[config.mk]
export PLATFORM = sky130hd
export DESIGN_NAME = machine_timer_flat
export DESIGN_NICKNAME = d
export VERILOG_FILES = /design/src/rtl/mtimer_pkg.sv /design/src/rtl/machine_timer_if.sv /design/src/rtl/mtimer_prescaler.sv /design/src/rtl/machine_timer.sv /design/src/flat_wrapper.sv
export SDC_FILE = /design/constraint.sdc
export NUM_CORES = 1
export LEC_CHECK = 0
export CORE_ASPECT_RATIO = 1.1
export CORE_MARGIN = 3
export CORE_UTILIZATION = 55
export DETAILED_ROUTE_END_ITERATION = 8
export MAX_ROUTING_LAYER = met4
export PLACE_DENSITY = 0.8
export RECOVER_POWER = 25
export REMOVE_ABC_BUFFERS = 1
export SYNTH_ARGS = -nofsm -noshare
export SYNTH_HDL_FRONTEND = slang
export SYNTH_HIERARCHICAL = 1
export SYNTH_SLANG_ARGS = --single-unit
[constraint.sdc]
create_clock -name CLK -period 4.1 [get_ports CLK]
set_input_delay 0.615 -clock CLK [delete_from_list [all_inputs] [get_ports CLK]]
set_output_delay 0.615 -clock CLK [all_outputs]
set_load 0.02 [all_outputs]
[src/rtl/mtimer_pkg.sv]
// Shared definitions for the RISC-V machine timer: register offsets, CTRL layout,
// bus FSM states and the registered bus response payload.
package mtimer_pkg;

    localparam int unsigned XLEN   = 64;
    localparam int unsigned ADDR_W = 5;
    localparam int unsigned CTRL_W = 2;

    localparam logic [ADDR_W-1:0] MTIME_OFF    = 5'h00;
    localparam logic [ADDR_W-1:0] MTIMECMP_OFF = 5'h08;
    localparam logic [ADDR_W-1:0] CTRL_OFF     = 5'h10;

    localparam int unsigned CNT_EN_BIT = 0;
    localparam int unsigned IRQ_EN_BIT = 1;

    localparam logic [CTRL_W-1:0] CTRL_RESET = 2'b01;

    typedef enum logic {
        ST_IDLE,
        ST_RESP
    } mtimer_state_t;

    typedef struct packed {
        logic            ack;
        logic            err;
        logic [XLEN-1:0] rdata;
    } mtimer_rsp_t;

endpackage

[src/rtl/machine_timer_if.sv]
// Simple peripheral bus between the core-side requester (master) and the machine timer (slave).
interface machine_timer_if;
    import mtimer_pkg::*;

    logic              BUS_REQ;
    logic              BUS_WE;
    logic [ADDR_W-1:0] BUS_ADDR;
    logic [XLEN-1:0]   BUS_WDATA;
    logic [XLEN-1:0]   BUS_RDATA;
    logic              BUS_ACK;
    logic              BUS_ERR;

    modport master (
        output BUS_REQ, BUS_WE, BUS_ADDR, BUS_WDATA,
        input  BUS_RDATA, BUS_ACK, BUS_ERR
    );

    modport slave (
        input  BUS_REQ, BUS_WE, BUS_ADDR, BUS_WDATA,
        output BUS_RDATA, BUS_ACK, BUS_ERR
    );

endinterface

[src/rtl/mtimer_prescaler.sv]
// 16-bit mtime tick divider: one TICK every PRESCALE_DIV enabled cycles.
// Only instantiated when MTIMER_PRESCALER_EN is defined.
module mtimer_prescaler #(
    parameter int unsigned PRESCALE_DIV = 1
) (
    input  logic CLK,
    input  logic RESET,
    input  logic EN,
    input  logic CLR,
    output logic TICK
);

    localparam int unsigned      DIV_W    = 16;
    localparam logic [DIV_W-1:0] DIV_LAST = DIV_W'(PRESCALE_DIV - 1);

    logic [DIV_W-1:0] div_q, div_d;

    // Divider parks at zero while counting is disabled or mtime is rewritten
    always_comb begin
        div_d = div_q + DIV_W'(1);
        if (!EN || CLR || (div_q == DIV_LAST)) begin
            div_d = '0;
        end
    end

    assign TICK = EN && (div_q == DIV_LAST);

    always_ff @(posedge CLK or negedge RESET) begin
        if (!RESET) begin
            div_q <= '0;
        end else begin
            div_q <= div_d;
        end
    end

endmodule

[src/rtl/machine_timer.sv]
// Memory-mapped RISC-V machine timer (mtime/mtimecmp/CTRL) driving the core TIMER interrupt.
// Define MTIMER_PRESCALER_EN to divide the mtime tick by PRESCALE_DIV; otherwise mtime ticks every cycle.
module machine_timer
    import mtimer_pkg::*;
#(
    parameter int unsigned PRESCALE_DIV = 1,
    parameter int unsigned BASE_OFFSET  = 0
) (
    input  logic           CLK,
    input  logic           RESET,
    machine_timer_if.slave bus,
    output logic           TIMER
);

    localparam logic [ADDR_W-1:0] BASE_LO = ADDR_W'(BASE_OFFSET);

    if ((PRESCALE_DIV < 1) || (PRESCALE_DIV > 65535)) begin : g_div_range
        $error("machine_timer: PRESCALE_DIV must be within 1..65535");
    end

    mtimer_state_t   state_q, state_d;
    mtimer_rsp_t     rsp_q, rsp_d;
    logic [XLEN-1:0] mtime_q, mtime_d;
    logic [XLEN-1:0] mtimecmp_q, mtimecmp_d;
    logic [CTRL_W-1:0] ctrl_q, ctrl_d;
    logic            timer_q, timer_d;
    logic [ADDR_W-1:0] addr_c;
    logic            mtime_wr_c;
    logic            tick_c;

`ifdef MTIMER_PRESCALER_EN
    mtimer_prescaler #(
        .PRESCALE_DIV(PRESCALE_DIV)
    ) u_prescaler (
        .CLK  (CLK),
        .RESET(RESET),
        .EN   (ctrl_q[CNT_EN_BIT]),
        .CLR  (mtime_wr_c),
        .TICK (tick_c)
    );
`else
    assign tick_c = 1'b1;
`endif

    assign addr_c = bus.BUS_ADDR + BASE_LO;

    // Bus FSM: accept and execute in IDLE, present the one-cycle response in RESP
    always_comb begin
        state_d    = state_q;
        rsp_d      = '0;
        mtime_wr_c = 1'b0;
        mtimecmp_d = mtimecmp_q;
        ctrl_d     = ctrl_q;
        case (state_q)
            ST_IDLE: begin
                if (bus.BUS_REQ) begin
                    state_d   = ST_RESP;
                    rsp_d.ack = 1'b1;
                    case (addr_c)
                        MTIME_OFF: begin
                            if (bus.BUS_WE) mtime_wr_c  = 1'b1;
                            else            rsp_d.rdata = mtime_q;
                        end
                        MTIMECMP_OFF: begin
                            if (bus.BUS_WE) mtimecmp_d  = bus.BUS_WDATA;
                            else            rsp_d.rdata = mtimecmp_q;
                        end
                        CTRL_OFF: begin
                            if (bus.BUS_WE) ctrl_d      = bus.BUS_WDATA[CTRL_W-1:0];
                            else            rsp_d.rdata = XLEN'(ctrl_q);
                        end
                        default: rsp_d.err = 1'b1;
                    endcase
                end
            end
            ST_RESP: state_d = ST_IDLE;
            default: state_d = ST_IDLE;
        endcase
    end

    // A bus write to mtime takes priority over the tick in the same cycle
    always_comb begin
        mtime_d = mtime_q;
        if (mtime_wr_c) begin
            mtime_d = bus.BUS_WDATA;
        end else if (ctrl_q[CNT_EN_BIT] && tick_c) begin
            mtime_d = mtime_q + XLEN'(1);
        end
        timer_d = ctrl_q[IRQ_EN_BIT] && (mtime_q >= mtimecmp_q);
    end

    always_ff @(posedge CLK or negedge RESET) begin
        if (!RESET) begin
            state_q    <= ST_IDLE;
            rsp_q      <= '0;
            mtime_q    <= '0;
            mtimecmp_q <= '1;
            ctrl_q     <= CTRL_RESET;
            timer_q    <= 1'b0;
        end else begin
            state_q    <= state_d;
            rsp_q      <= rsp_d;
            mtime_q    <= mtime_d;
            mtimecmp_q <= mtimecmp_d;
            ctrl_q     <= ctrl_d;
            timer_q    <= timer_d;
        end
    end

    assign bus.BUS_ACK   = rsp_q.ack;
    assign bus.BUS_ERR   = rsp_q.err;
    assign bus.BUS_RDATA = rsp_q.rdata;
    assign TIMER         = timer_q;

endmodule

[src/flat_wrapper.sv]
// flat-port wrapper written by rule: the top's interface ports become plain ports
module machine_timer_flat import mtimer_pkg::*;
#(
    parameter int unsigned PRESCALE_DIV = 1,
    parameter int unsigned BASE_OFFSET  = 0
)
  (CLK, RESET, TIMER, bus_BUS_REQ, bus_BUS_WE, bus_BUS_ADDR, bus_BUS_WDATA, bus_BUS_RDATA, bus_BUS_ACK, bus_BUS_ERR);
  machine_timer_if bus_i ();
  input  logic CLK;
  input  logic RESET;
  output logic TIMER;
  input wire logic [$bits(bus_i.BUS_REQ)-1:0] bus_BUS_REQ;
  input wire logic [$bits(bus_i.BUS_WE)-1:0] bus_BUS_WE;
  input wire logic [$bits(bus_i.BUS_ADDR)-1:0] bus_BUS_ADDR;
  input wire logic [$bits(bus_i.BUS_WDATA)-1:0] bus_BUS_WDATA;
  output wire logic [$bits(bus_i.BUS_RDATA)-1:0] bus_BUS_RDATA;
  output wire logic [$bits(bus_i.BUS_ACK)-1:0] bus_BUS_ACK;
  output wire logic [$bits(bus_i.BUS_ERR)-1:0] bus_BUS_ERR;
  assign bus_i.BUS_REQ = bus_BUS_REQ;
  assign bus_i.BUS_WE = bus_BUS_WE;
  assign bus_i.BUS_ADDR = bus_BUS_ADDR;
  assign bus_i.BUS_WDATA = bus_BUS_WDATA;
  assign bus_BUS_RDATA = bus_i.BUS_RDATA;
  assign bus_BUS_ACK = bus_i.BUS_ACK;
  assign bus_BUS_ERR = bus_i.BUS_ERR;
  machine_timer #(.PRESCALE_DIV(PRESCALE_DIV), .BASE_OFFSET(BASE_OFFSET)) u_core (.CLK(CLK), .RESET(RESET), .bus(bus_i), .TIMER(TIMER));
endmodule
* Word level (Yosys, flattened, before mapping)
Cells that the tools add are included.
Word-level totals: register bits 198, logic and storage cells 34
Cells by class: add/subtract/negate cells 1, order comparisons 1, equal/unequal tests 2, multiplexer cells 15, bitwise logic cells 1, reduce and logical (&&, ||, !) cells 6
Operators by type and width (count):
- $mux W64 | 4
- $pmux W64 S3 | 1
- $mux W66 | 2
- $add A64 B1 Y64 const B | 1
- $ge A64 B64 Y1 | 1
- $reduce_and A4 Y1 | 2
- $mux W1 | 6
- $eq A5 B4 Y1 const B | 1
- $eq A5 B5 Y1 const B | 1
- $logic_not A5 Y1 | 1
- $reduce_or A3 Y1 | 1
- $mux W2 | 1
- $pmux W1 S2 | 1
- $reduce_bool A2 Y1 | 1
- $logic_and A1 B1 Y1 | 1
- $not A1 Y1 | 1

* Depth between registers and ports, before layout
Gate-level depths: netlist (run 1).
word-level depth 5, depth in mapped cells 9, gate-level depth less buffers 8

* Least setup slack after synthesis (run 1)
OpenSTA, ideal clock, no wires.
path kind input-to-reg, from in bus_BUS_ADDR[4], to reg u_core.mtime_q[18], setup time 125 ps, arrival time 1940 ps, data required time 3975 ps, setup slack 2035 ps, stages 4, cell sequence or4_4 nor3_4 buf_6 mux2_2
On the way: longest elaborated chain between the ends 5
Ends and longest elaborated chain:
- start: declaration | RTL line flat_wrapper.sv:14 | input wire logic [$bits(bus_i.BUS_ADDR)-1:0] bus_BUS_ADDR;
- $logic_not A5 Y1 * | RTL line machine_timer.sv:59 | case (addr_c)
- $mux W1 * | RTL line machine_timer.sv:59
- $mux W1 * | RTL line machine_timer.sv:56 | if (bus.BUS_REQ) begin
- $mux W1 * | RTL line machine_timer.sv:54 | case (state_q)
- $mux W64 / $reduce_bool A2 Y1 (equally long branches)
- end signal: assignment | RTL line machine_timer.sv:103 | mtime_q <= mtime_d;
- end: declaration | RTL line machine_timer.sv:23 | logic [XLEN-1:0] mtime_q, mtime_d;
Mark *: on every way between the ends. The rest lies on a longest branch, timed or not. A chain may end at the register's enable or synchronous reset.

==> flow_summary_export.csv, run 1 <==
group,metric,value,unit
logic_synthesis,synth_common_cells,"dfrtp_1 (132), nand2_1 (100), nor2_1 (71)",
setup_path,critPathArrivalTime,3.19,ns
setup_path,path_delay_family,"buffers and inverters",
timing,setup_viol,0,
clocking,htreeDepth,4,
logic_synthesis,yosysSeqAreaShare,0.478,
timing,period_share,0.647,
hold_path,hold_path_class,"flip-flop to flip-flop",
pwr,power.total,5.43,mW
drt,wl_per_cell,17.3,um
clocking,cts.sinks,197,
run,maxCapViolations,1,
logic_synthesis,synth_edf_count,0,
logic_synthesis,synth_warnings,6,
grt,grt_pass1_wl,39000,um
setup_path,worstSetupStartpointType,"primary input",
setup_path,critPathBufInv,2,
final_layout,drive_above_1_share,0.119,
grt,grt_max_degree,126,
clocking,cts_resized,0,
floorplanning,start_util,0.566,
drt,wl,23600,um
logic_synthesis,yosysTopAreaCellShare,0.315,
floorplanning,die-area,20800,um2
timing,min_period,2.65,ns
logic_synthesis,syn_area,10500,um2
logic_synthesis,ys_types,51,
final_layout,regArea,5010,um2
pwr,power_density,431,nW/um2
grt,grt.total_usage,0.245,
clocking,root_buffer,"clkbuf_16",
timing,setup_tns,0,ns
clocking,post-cts-setup-buffers,0,
logic_synthesis,syn_inst,985,
placed_design,io_buffers,139,
clocking,clk_pin_slew_worst_paths,0.07,ns
timing,slew_headroom,-0.814,
logic_synthesis,ys_ff_latch,197,
final_layout,area_growth,20.1,%
timing,finalHoldViolCount,0,
timing,clock_skew,0.0109,ns
logic_synthesis,syn_area_per_cell,10.7,um2
logic_synthesis,yosysMostFrequentCell,"dfrtp_1",
grt,antenna_found_initial,1,
logic_synthesis,synthArstFlopShare,1.00,
timing,tightest_slew,2.72,ns
final_layout,fillers,1414,
setup_path,slowest_delay,1.88,ns
grt,grt_pass1_vias,7846,
placed_design,globalplace.congestion,0.869,
timing,max_freq,377,MHz
pwr,p_leak,5.22,nW
setup_path,crit_path_end_kind,"asynchronous set/reset pin",
logic_synthesis,ys.flop_type,"dfrtp_1",
drt,via_per_inst,5.59,
logic_synthesis,synth_area_leader_cell,"dfrtp_1",
drt,dr.pass1.iters,5,
drt,drc,0,
clocking,clock_path_buffers,2,
logic_synthesis,yosys-top-cells-area,"dfrtp_1 (31%), dfstp_2 (16%), ha_1 (7.8%)",
grt,overflow,0,
setup_path,crit_fanout,108,
clocking,clkLatencyLatePin,0.44,ns
placed_design,dp_hpwl,15900,um
setup_path,slowest_stage,"clkbuf_2",
timing,slew_viol_final,108,
final_layout,final_nets,1247,
clocking,ctsHoldBuffers,0,
setup_path,required,4.64,ns
setup_path,crit_type,"primary input to asynchronous set/reset pin",
floorplanning,rows,52,
floorplanning,die_h,151,um
drt,via_count,7637,
outcome,status,"complete, but fails checks",
pwr,ir_drop,0.294,mV
final_layout,multi_input_area,4980,um2
timing,grt_setup_unrepaired,"no",
clocking,cts_tree,"built",
clocking,cts_made_buffers,17,
drt,drt_iter0_drc,427,
outcome,violations,"capacitance limit, slew limit",
drt,ant_nets,0,
floorplanning,ios,140,
floorplanning,core,18500,um2
floorplanning,die_w,138,um
setup_path,path_cells,"clkbuf_2 -> buf_4",
## flip-flops by register name, summed over array words and instances (netlist names)
signal / flops
u_core/bus.BUS_ERR: 1
u_core/bus.BUS_ACK: 1
u_core/ctrl_q: 2
u_core/bus.BUS_RDATA: 64
u_core/mtimecmp_q: 64
u_core/mtime_q: 64
u_core/TIMER: 1
## stage by stage
| step | area (um2) | worst slack, ns | instances | hold WS, ns | util |
|---|---|---|---|---|---|
| 2_1_floorplan | 10200 | 0.388 | 944 | 0.319 | - |
| 3_3_place_gp | 12000 | 1.23 | 1333 | 0.567 | 0.648 |
| 3_5_place_dp | 12000 | 1.18 | 1333 | 0.570 | 0.648 |
| 4_1_cts | 12600 | 1.49 | 1365 | 0.332 | 0.680 |
| 5_1_grt | 12600 | 0.983 | 1366 | 0.599 | 0.680 |
| 6_report | 12600 | 1.45 | 1366 | 0.578 | 0.680 |
## kinds of logic (layout without fill, tap and decap cells)
logic type,count (synthesis),count (layout),synth area share
AO/OA/AOI/OAI,113,113,0.0587
buffers and inverters,110,247,0.0478
XOR/XNOR,63,63,0.0526
other,0,1,0
adder cells (fa/ha/maj),65,65,0.0775
multiplexers,133,133,0.135
flip-flops,197,197,0.478
AND/OR/NAND/NOR,304,304,0.151
## power breakdown
group / total, mW / switching (mW) / internal, mW / leakage, nW
Clock: 1.65 / 0.756 / 0.898 / 0.280
Combinational: 1.24 / 0.645 / 0.591 / 2.66
Sequential: 2.54 / 0.313 / 2.23 / 2.29
## layout make-up
cell class,count,share of cell area
Antenna cell,1,0.000199
Clock buffer,20,0.0370
Clock inverter,12,0.00943
Inverter,69,0.0206
Multi-Input combinational cell,678,0.395
Sequential cell,197,0.398
Tap cell,243,0.0241
Timing Repair Buffer,146,0.116
## worst paths after layout
check                                   start                       end  slack (ns)  cells past startpoint
setup / recovery                        RESET     u_core/mtimecmp_q[29]        1.45                      2
hold / removal             u_core/mtime_q[63]  u_core/bus.BUS_RDATA[63]        0.58                      2
setup reg to reg             u_core/ctrl_q[0]        u_core/mtime_q[48]        1.47                      6
hold reg to reg            u_core/mtime_q[63]  u_core/bus.BUS_RDATA[63]        0.58                      2
max in group CLK             u_core/ctrl_q[0]        u_core/mtime_q[48]        1.47                      6
min in group asynchronous               RESET  u_core/bus.BUS_RDATA[52]        1.05                      1
## layout by cell type, fill, tap and decap left out, types with 6 or more instances in the layout
cell type / Yosys / layout
a21oi_1: 23 / 23
o21ai_0: 66 / 66
clkbuf_16: 0 / 17
xnor2_1: 18 / 18
nand3_1: 31 / 31
dfrtp_1: 132 / 132
and4_1: 9 / 9
nor2_1: 71 / 71
clkdlybuf4s50_1: 0 / 136
ha_1: 65 / 65
nand2_1: 100 / 100
xor2_1: 45 / 45
dfstp_2: 65 / 65
mux2i_1: 63 / 63
and2_1: 7 / 7
nand4_1: 25 / 25
mux2_2: 10 / 10
buf_4: 3 / 6
and3_1: 19 / 19
mux2_1: 60 / 60
inv_1: 69 / 69
nor3_1: 10 / 10
## metal layers
layer  GRT usage  vias to the layer above  part of all wire
met1       0.318                     3767              0.44
met4      0.0753                        0             0.019
li1            -                     3652                 -
met3      0.0389                       39             0.041
met5           -                        -                 0
met2       0.399                      179              0.50
No activity file was read; power rests on OpenSTA's default activity.
==> inputs of run 2 (changes only) <==
==> constraint.sdc (replaced) <==
create_clock -name CLK -period 2.45 [get_ports CLK]
set_input_delay 0.3675 -clock CLK [delete_from_list [all_inputs] [get_ports CLK]]
set_output_delay 0.3675 -clock CLK [all_outputs]
set_load 0.02 [all_outputs]
==> run 2 against run 1 <==
The run now ends clean. Die area stayed put. Routed wire length is 2.5% higher. Critical path depth is 5 higher. Non-clock buffer count is 19 higher. Cell area is 2.0% higher. Sequential power is 67% higher. Largest cell class unchanged. Highest routed layer unchanged.
==> flow_summary_export.csv, run 2 (same netlist as run 1, synthesis figures left out) <==
group,metric,value,unit
floorplanning,start_util,0.566,
outcome,status,"completed",
drt,via_count,7721,
placed_design,io_buffers,139,
grt,grt_pass1_wl,39500,um
timing,setup_tns,0,ns
timing,setup_viol,0,
hold_path,hold_depth,4,
timing,max_freq,432,MHz
drt,via_per_inst,5.57,
grt,grt.total_usage,0.248,
drt,drt_iter0_drc,403,
floorplanning,ios,140,
pwr,power_frac_comb,0.229,
timing,grt_setup_unrepaired,"no",
timing,tightest_slew,1.01,ns
setup_path,r2r_end,"u_core/mtime_q[39]",
setup_path,crit_path_frequent_cell,"and4_1",
pwr,power_density,727,nW/um2
placed_design,globalplace.congestion,0.891,
floorplanning,die_h,151,um
pwr,intPower,6.49,mW
final_layout,final_util,0.693,
drt,wl_per_cell,17.4,um
hold_path,whs_endpoint,"u_core/bus.BUS_ERR",
final_layout,fillers,1383,
grt,grt_pass1_vias,7967,
pwr,seqPwrFrac,0.455,
clocking,clk_pin_slew_worst_paths,0.07,ns
hold_path,min_from,"bus_BUS_ADDR[3]",
grt,grt_max_degree,74,
pwr,p_leak,5.36,nW
grt,overflow,0,
floorplanning,die_w,138,um
setup_path,critPathArrivalTime,2.65,ns
final_layout,mostFrequentLayoutCell,"clkdlybuf4s50_1",
clocking,cts_tree,"built",
setup_path,path_cells,"and3_1 -> and4_1 -> buf_4 -> and4_1 -> nand4_1 -> xor2_1 -> o21ai_0",
drt,dr.pass1.iters,5,
setup_path,crit_path_end_kind,"flip-flop",
drt,ant_nets,0,
setup_path,crit_fanout,7,
run,maxCapViolations,0,
drt,drc,0,
drt,wl,24200,um
pwr,ir_drop,0.528,mV
final_layout,final_nets,1266,
placed_design,dp_hpwl,17000,um
pwr,clockPowerShare,0.316,
floorplanning,die-area,20800,um2
clocking,htreeDepth,4,
final_layout,mostFrequentLayoutCells,"clkdlybuf4s50_1 (137), dfrtp_1 (132), nand2_1 (100)",
clocking,cts.sinks,197,
pwr,power.total,9.34,mW
timing,period_share,0.945,
final_layout,drive_above_1_share,0.132,
clocking,cts_made_buffers,17,
setup_path,required,2.78,ns
pwr,power_switching_share,0.305,
clocking,clock_path_buffers,2,
hold_path,hold_path_class,"primary input to flip-flop",
setup_path,r2r_cells,7,
clocking,root_buffer,"clkbuf_16",
setup_path,slowest_stage,"dfstp_2",
final_layout,area_growth,22.5,%
timing,clock_skew,0.00870,ns
setup_path,worstSetupStartpointType,"flip-flop",
setup_path,crit_type,"flip-flop to flip-flop",
timing,finalHoldViolCount,0,
floorplanning,rows,52,
timing,slew_headroom,0.327,
clocking,clkLatencyLatePin,0.43,ns
timing,min_period,2.32,ns
setup_path,reg2reg_slack,0.13,ns
floorplanning,core,18500,um2
pwr,p_sw,2.85,mW
timing,slew_viol_final,0,
grt,antenna_found_initial,2,
setup_path,slowest_delay,0.59,ns
setup_path,r2r_start,"u_core/ctrl_q[0]",
## run 2: metrics by stage
step,instance area (um2),hold WS [ns],cells,setup WS (ns)
2_1_floorplan,10200,0.0719,944,-1.01
3_3_place_gp,12200,0.317,1351,0.135
3_5_place_dp,12200,0.316,1351,0.0940
4_1_cts,12900,0.417,1384,0.112
5_1_grt,12900,0.458,1386,0.00166
6_report,12900,0.439,1386,0.134
## run 2: metal layers
metal | part of all wire | up-vias | wire, um | track usage
met4 | 0.024 | 0 | 578 | 0.0868
met2 | 0.51 | 215 | 12200 | 0.412
li1 | - | 3686 | - | -
met1 | 0.43 | 3778 | 10300 | 0.310
met3 | 0.046 | 42 | 1110 | 0.0402
met5 | 0 | - | 0 | -
## run 2: power groups by stage
stage,sequential [mW],clock [mW],combinational [mW]
floorplan,4.17,0,1.41
CTS,4.24,3.00,2.14
detailed placement,4.29,0,2.10
global placement,4.27,0,1.99
global route,4.32,3.14,2.42
finish,4.25,2.96,2.14
## run 2: worst max-delay path, delay by kind of cell, from the launching register on
family          cells  cell delay, ns
buf+inv             1            0.21
xor+xnor            1            0.16
simple gates        4            1.07
flops               1            0.59
compound gates      1            0.19
## run 2: final cells by class
class                      count  area, um2  area share
timing repair buffer         165       1670       0.130
inverter                      69        259      0.0201
clock inverter                12        180      0.0140
tap                          243        304      0.0236
multi-input combinational    678       4980       0.387
clock buffer                  20        447      0.0347
sequential                   197       5010       0.390
antenna                        2       5.00    0.000389
## run 2: timing repair
item	CTS	global route
hold buffers	1	0
endpoints found under the setup margin	0	1
setup buffers	0	0
endpoints found under the hold margin	27	0
gates resized for setup	0	1
## run 2: how the worst max path moves through the flow
stage,startpoint,end,slack (ns),depth (start not counted)
finish,u_core/ctrl_q[0],u_core/mtime_q[39],0.13,7
global route,u_core/ctrl_q[0],u_core/mtime_q[57],0.002,7
CTS,u_core/ctrl_q[0],u_core/mtime_q[57],0.11,7
detailed placement,bus_BUS_ADDR[4],u_core/bus.BUS_RDATA[31],0.09,5
global placement,bus_BUS_ADDR[4],u_core/mtimecmp_q[20],0.14,6
floorplan,bus_BUS_ADDR[4],u_core/mtime_q[18],-1.01,3
==> inputs of run 3 (changes only) <==
--- a/config.mk
+++ b/config.mk
@@ -12,7 +12,6 @@
 export MAX_ROUTING_LAYER = met4
 export PLACE_DENSITY = 0.8
 export RECOVER_POWER = 25
-export REMOVE_ABC_BUFFERS = 1
 export SYNTH_ARGS = -nofsm -noshare
 export SYNTH_HDL_FRONTEND = slang
 export SYNTH_HIERARCHICAL = 1
==> run 3 against run 2 <==
Worst hold slack worse by 0.027 ns. Flip-flop and latch count stayed put. Routed wire length is 1.9% lower. Setup slack better by 0.081 ns. Final cell count up 0.36%. First-iteration DRC count rose by 27%. Sequential power barely moved. Critical path depth grew 1. Die area did not move. Via count shrank 0.32%. The flow now finishes with violations (capacitance limit, slew limit). Largest cell class unchanged.
==> flow_summary_export.csv, run 3 (same netlist as run 1, synthesis figures left out) <==
group,metric,value,unit
setup_path,crit_path_end_kind,"flip-flop",
clocking,cts_tree,"built",
setup_path,worstSetupStartpointType,"flip-flop",
setup_path,path_cells,"inv_1 -> ha_1 -> a21o_1 -> a221oi_1 -> o21a_1 -> o211ai_1 -> a31oi_2 -> o21ai_0",
timing,period_share,0.913,
drt,dr_wl_met3,924,um
floorplanning,rows,52,
drt,highest_layer,"met4",
pwr,power.total,8.98,mW
drt,via_count,7696,
pwr,power_density,698,nW/um2
hold_path,hold_path_class,"primary input to flip-flop",
hold_path,hold_depth,4,
grt,antenna_found_initial,0,
pwr,ir_drop,0.505,mV
run,maxCapViolations,1,
timing,finalHoldViolCount,0,
drt,dr.pass1.iters,5,
floorplanning,start_util,0.566,
timing,grt_setup_unrepaired,"no",
final_layout,regArea,5010,um2
placed_design,globalplace.congestion,0.884,
setup_path,slowest_delay,0.54,ns
drt,wl_met1,10200,um
final_layout,area_growth,22.5,%
placed_design,dp_hpwl,16900,um
timing,tightest_slew,1.82,ns
setup_path,critPathBufInv,1,
drt,via_per_inst,5.53,
clocking,clk_pin_slew_worst_paths,0.07,ns
final_layout,drive_above_1_share,0.139,
clocking,clock_path_buffers,2,
drt,wl,23700,um
grt,grt_max_degree,72,
clocking,cts.sinks,197,
floorplanning,ios,140,
final_layout,mostFrequentLayoutCells,"clkdlybuf4s50_1 (137), dfrtp_1 (132), nand2_1 (100)",
setup_path,critPathArrivalTime,2.55,ns
final_layout,antenna_cells,0,
pwr,p_leak,5.37,nW
outcome,violations,"capacitance limit, slew limit",
timing,setup_viol,0,
clocking,htreeDepth,4,
drt,drc,0,
final_layout,fillers,1420,
grt,grt_pass1_wl,39100,um
setup_path,required,2.76,ns
final_layout,mostFrequentLayoutCell,"clkdlybuf4s50_1",
placed_design,io_buffers,139,
timing,slew_viol_final,69,
logic_synthesis,synthesis.nets,1123,
timing,min_period,2.24,ns
drt,dr_wl_met2,12000,um
timing,clock_skew,0.00749,ns
clocking,clkLatencyLatePin,0.43,ns
floorplanning,die_h,151,um
timing,max_freq,447,MHz
setup_path,reg2reg_slack,0.21,ns
timing,setup_tns,0,ns
drt,drt_iter0_drc,511,
grt,grt_pass1_vias,7887,
clocking,cts_made_buffers,17,
drt,wl_per_cell,17.0,um
clocking,root_buffer,"clkbuf_16",
final_layout,multi_input_area,4990,um2
setup_path,r2r_cells,8,
drt,ant_nets,0,
floorplanning,die_w,138,um
setup_path,crit_fanout,3,
outcome,status,"complete, but fails checks",
setup_path,crit_type,"flip-flop to flip-flop",
final_layout,final_nets,1273,
grt,grt.total_usage,0.246,
setup_path,slowest_stage,"dfstp_2",
floorplanning,die-area,20800,um2
floorplanning,core,18500,um2
setup_path,path_delay_family,"compound AO/OA/AOI/OAI gates",
timing,slew_headroom,-0.216,
grt,overflow,0,
setup_path,cp.depth,8,
run 3: power by group:
group          switching, mW  internal (mW)  total (mW)
Clock                   1.29           1.32        2.62
Combinational           1.08           1.02        2.09
Sequential             0.533           3.73        4.27
run 3: layout make-up:
type / count / area share
multi-input combinational: 678 / 0.388
clock inverter: 15 / 0.00964
timing repair buffer: 172 / 0.136
clock buffer: 17 / 0.0331
sequential: 197 / 0.390
inverter: 69 / 0.0201
tap: 243 / 0.0236
run 3: metal layers:
| layer | track usage | up-vias |
|---|---|---|
| met5 | - | - |
| met4 | 0.0928 | 0 |
| met2 | 0.409 | 194 |
| met3 | 0.0352 | 46 |
| li1 | - | 3703 |
| met1 | 0.305 | 3753 |
run 3: stage by stage:
| stage | instances | worst slack (ns) | area, um2 | hold WS [ns] | utilization |
|---|---|---|---|---|---|
| 2_1_floorplan | 985 | 0.472 | 10500 | 0.0719 | - |
| 3_3_place_gp | 1358 | 0.0633 | 12300 | 0.429 | 0.663 |
| 3_5_place_dp | 1358 | 0.0259 | 12300 | 0.422 | 0.663 |
| 4_1_cts | 1391 | 0.201 | 12900 | 0.398 | 0.693 |
| 5_1_grt | 1391 | 0.0465 | 12900 | 0.419 | 0.693 |
| 6_report | 1391 | 0.214 | 12900 | 0.413 | 0.693 |
run 3: worst paths after layout:
| path | startpoint | end |
|---|---|---|
| min | bus_BUS_ADDR[3] | u_core/bus.BUS_ERR |
| max | u_core/mtimecmp_q[5] | u_core/TIMER |
| min in group asynchronous | RESET | u_core/bus.BUS_RDATA[56] |
| max reg2reg | u_core/mtimecmp_q[5] | u_core/TIMER |
| max in group asynchronous | RESET | u_core/mtimecmp_q[31] |
| min reg2reg | u_core/mtimecmp_q[62] | u_core/bus.BUS_RDATA[62] |
run 3: tightest hold or removal path, cell delays in order:
cell and delay (ns):
buf_4 0.13, inv_1 0.07, nor2_4 0.17, nor3_1 0.08
run 3: what timing repair did:
item / in CTS / in global routing
resized for setup: 0 / 1
buffers inserted: 0 / 0
setup endpoints to repair: 0 / 1
hold buffers: 1 / 0
hold endpoints to repair: 47 / 0
